===== config.mk =====
export PLATFORM = sky130hd
export DESIGN_NAME = prbs31_predictor
export DESIGN_NICKNAME = d
export VERILOG_FILES = /design/src/rtl/prbs_pkg.sv /design/src/rtl/prbs31_predictor.sv
export SDC_FILE = /design/constraint.sdc
export NUM_CORES = 1
export LEC_CHECK = 0
export ABC_AREA = 0
export CORE_MARGIN = 10
export CORE_UTILIZATION = 45
export CTS_CLUSTER_SIZE = 12
export DETAILED_ROUTE_END_ITERATION = 10
export RECOVER_POWER = 25
export REMOVE_ABC_BUFFERS = 1
export SLEW_MARGIN = 20
export SYNTH_ARGS = -nofsm -noshare
export SYNTH_HDL_FRONTEND = slang
export SYNTH_SLANG_ARGS = --single-unit

===== constraint.sdc =====
create_clock -name clk -period 1.2 [get_ports clk]
set_input_delay 0.24 -clock clk [delete_from_list [all_inputs] [get_ports clk]]
set_output_delay 0.24 -clock clk [all_outputs]
set_load 0.01 [all_outputs]

===== src/rtl/prbs_pkg.sv =====
// Shared PRBS31 constants and checker state encoding, common to generator and checker.
package prbs_pkg;

  localparam int unsigned PRBS31_LEN   = 31;
  localparam int unsigned PRBS31_TAP_A = 27;
  localparam int unsigned PRBS31_TAP_B = 30;

  typedef enum logic [1:0] {
    SEED,
    VERIFY,
    LOCKED
  } prbs_state_e;

endpackage


===== src/rtl/prbs31_predictor.sv =====
// PRBS31 history register and next-bit predictor.
// h[0] holds the newest valid bit; the prediction for the next bit is h[27] ^ h[30].
module prbs31_predictor
  import prbs_pkg::*;
(
  input  logic clk,
  input  logic rst_n,     // active-high asynchronous reset
  input  logic shift_en,
  input  logic din,
  output logic pred,
  output logic zero_next  // history would be all zeros after this shift
);

  logic [PRBS31_LEN-1:0] hist_q;
  logic [PRBS31_LEN-1:0] hist_d;
  logic [PRBS31_LEN-1:0] hist_shift;

  // Shift the incoming bit in at h[0] on valid cycles only.
  always_comb begin
    hist_shift = {hist_q[PRBS31_LEN-2:0], din};
    hist_d     = shift_en ? hist_shift : hist_q;
    pred       = hist_q[PRBS31_TAP_A] ^ hist_q[PRBS31_TAP_B];
    zero_next  = ~|hist_shift;
  end

  // History register.
  always_ff @(posedge clk or posedge rst_n) begin
    if (rst_n) begin
      hist_q <= '0;
    end else begin
      hist_q <= hist_d;
    end
  end

endmodule


==> run_results.csv <==
group,metric,value,unit
run_status,run_status,"finished with violations",
run_status,failed_checks,"negative setup slack",
global_route,via_count_of_the_first_global_routing_pass,770,
synth,yosysTopAreaCellShare,62.8,%
sta,max_slew_margin,49.6,%
floorplanning,placement_rows,18,
placed_design,buffer_ports.inserted,5,
synth,asyncSetResetFlopFracSynth,100,%
finish,biggestRegsByFlops,"hist_q (31)",
global_route,largest_net_degree_at_the_start_of_global_routing,32,
critical_path,type_of_the_worst_setup_path,"register to output pin",
critical_path,critical_path_cell_sequence,"nor4_2 -> nand4_1 -> nor2_1 -> buf_2",
clocking,cts_root_buffer,"clkbuf_4",
clocking,tritoncts.num_buffers,5,
synth,netlist.top_cell.by_area,"dfrtp_1",
power,power.share.switching,28.6,%
synth,synth-seq-cells,31,
sta,finalMaxSlewViolations,0,
global_route,grt_antenna_before_repair,0,
sta,fin_crit_sh,140,%
synth,synth_top_cells_by_count,"31 x dfrtp_1, 31 x mux2_2, 7 x nor4_1",
finish,largest_register_ff_count,31,
clocking,ctsHoldBuffers,0,
synth,syn_inst,78,
sta,max_freq,0.595,GHz
clocking,cts_tree,"yes",
finish,fillerInstances,211,
synth,synth_top_cells_by_area,"dfrtp_1 63%, mux2_2 28%, nor4_1 3.5%, buf_6 2.7%, nand4_1 1.0%",
global_route,grt_first_pass_wirelength,3840,um
critical_path,required,960,ps
routing,drcViolationCount,0,
routing,route.detailed.wl_per_inst,15.5,um
floorplanning,placeableCoreArea,0.00254,sq mm
sta,finalWorstSetupSlack,-480,ps
floorplanning,fp.dieArea,0.00524,sq mm
power,fin_total_pwr,3520,uW
finish,final_layout_size_suffix_gt1_share,63.7,%
critical_path,endpoint_kind,"output pin",
routing,ant_nets,0,
critical_path,critical-path-slowest-cell,"dfrtp_1",
power,sw_pwr,1010,uW
routing,detailed_router_iteration_count_before_antenna_repair,2,
finish,regMostFlops,"hist_q",
sta,grt_setup_unrepaired,"yes",
sta,tightest_slew,755,ps
sta,fin_skew,6.10,ps
placed_design,post-place-cells,137,
sta,final-setup-viol-count,2,
power,p_per_area,2230,mW/mm^2
clocking,htreeDepth,2,
clocking,postCtsSetupBuffers,0,
routing,via_count,754,
power,power.combinational.fraction,34.4,%
finish,finish.net_count,118,
global_route,track_usage,9.63,%
floorplanning,floorplan.io_pins,6,
floorplanning,die_width,72.4,um
power,cell_internal_pwr,2510,uW
finish,diodes,0,
critical_path,setup.worst_path.start_class,"register",
power,leakage,0.000733,uW
sta,finalWorstPathRequiredPeriod,1680,ps
floorplanning,initial_standard_cell_utilization_of_the_core,48.6,%
critical_path,timing.critical_path.fanout_max,2,
job,max_cap_viol_count,0,
power,share_seq_of_total_power,50.9,%
finish,postLayoutCoreUtil,62.1,%
clocking,insertion_delay,320,ps
routing,detailedRoute.firstIterationViolations,39,
sta,hold_viol,0,
synth,ys_dominant_reg_cell,"dfrtp_1",
synth,yosysUniqueCellTypes,9,
floorplanning,die_height,72.4,um
finish,final_cell_count_no_fill,143,
worst_hold_path,timing.hold.worst.class,"register to register",
routing,routed_via_density,5.27,
synth,post_synth_instance_area,0.00124,sq mm
clocking,clockBufferDepth,2,
synth,yosys_warnings,0,
clocking,clk_transition_reported_paths,90,ps
critical_path,arrival,1440,ps
finish,flow.area_growth_from_synthesis,27.9,%
clocking,tritoncts_num_sinks,31,
power,p_clk_share,14.7,%
global_route,gr-total-overflow,0,
synth,synth_enable_flop_cells,0,
placed_design,gp_congestion,0.668,
placed_design,detailed_place_hpwl,1480,um
synth,post_synth.cell_area_avg,15.8,sq um
routing,finalWirelength,2210,um
critical_path,critPathMaxStageDelay,410,ps
power,worst_ir_drop_vdd,1.50,mV
synth,synth-seq-area-share,62.8,%
==> layout make-up <==
cell class	count	area (sq um)	area share (%)
inverter	1	3.75	0.237
tap	30	37.5	2.37
sequential	31	776	49.1
clock buffer	6	41.3	2.61
multi-input combinational	43	467	29.5
timing repair buffer	32	256	16.2
==> critical path: cells and delay by family (launching register included) <==
family,cells,cell delay [ps]
buffers and inverters,1,130
DFF,1,410
and+or+nand+nor,3,570
==> metrics by stage <==
stage	instance area, sq um	setup TNS [ps]	worst slack [ps]	hold WS [ps]
floorplan	1200	0	41.4	344
finish	1580	-634	-480	535
global route	1580	-797	-579	553
detailed placement	1520	-8650	-790	519
global placement	1520	-8200	-770	513
CTS	1570	-690	-521	240
==> power groups by stage <==
stage / Clock (uW) / Sequential, uW / Combinational (uW)
finish: 517 / 1790 / 1210
floorplan: 0 / 1690 / 493
detailed placement: 0 / 1720 / 1210
global placement: 0 / 1710 / 1160
global route: 592 / 1840 / 1340
CTS: 541 / 1740 / 1210
==> path summary, 6_finish.rpt <==
path | to | startpoint | cells after the start | slack (ps)
worst max-delay path | zero_next | hist_q[1]$_DFFE_PP0P_ | 4 | -480
worst min-delay path | hist_q[30]$_DFFE_PP0P_ | hist_q[30]$_DFFE_PP0P_ | 1 | 530
worst max register to register | hist_q[2]$_DFFE_PP0P_ | hist_q[1]$_DFFE_PP0P_ | 2 | 270
worst min register to register | hist_q[30]$_DFFE_PP0P_ | hist_q[30]$_DFFE_PP0P_ | 1 | 530
max in group asynchronous | hist_q[23]$_DFFE_PP0P_ | rst_n | 3 | 160
min in group asynchronous | hist_q[14]$_DFFE_PP0P_ | rst_n | 3 | 560
==> metal layers <==
metal | global-route usage (%) | wire (um) | vias to the layer above
li1 | - | - | 359
met1 | 11.8 | 1020 | 382
met2 | 13.9 | 1080 | 8
met3 | 4.63 | 88 | 5
met4 | 4.43 | 29 | 0
met5 | 0 | 0 | -
==> layout by cell type (no fill, tap or decap) <==
cell type,synthesis,routed
inv_1,1,1
nor2_1,1,1
buf_12,0,1
mux2_2,31,31
dlygate4sd3_1,0,1
buf_4,0,24
nand4_1,2,2
clkbuf_2,0,1
buf_6,3,1
clkdlybuf4s50_1,0,2
buf_2,0,2
nor3_1,1,1
nor4_2,0,7
xor2_1,1,1
clkbuf_1,0,1
dfrtp_1,31,31
clkbuf_4,0,5
==> cell families after synthesis <==
kind of cell | count (synthesis) | synth area share [%]
flops | 31 | 62.8
xor+xnor | 1 | 0.709
simple gates | 11 | 5.26
buf+inv | 4 | 3.04
mux | 31 | 28.2
==> what timing repair did <==
| action | in CTS | in global routing |
|---|---|---|
| gates cloned | 0 | 0 |
| setup endpoints to repair | 2 | 2 |
| resized for setup | 12 | 4 |
| pin swaps | 4 | 3 |
Power figures use the tool's default switching activity.
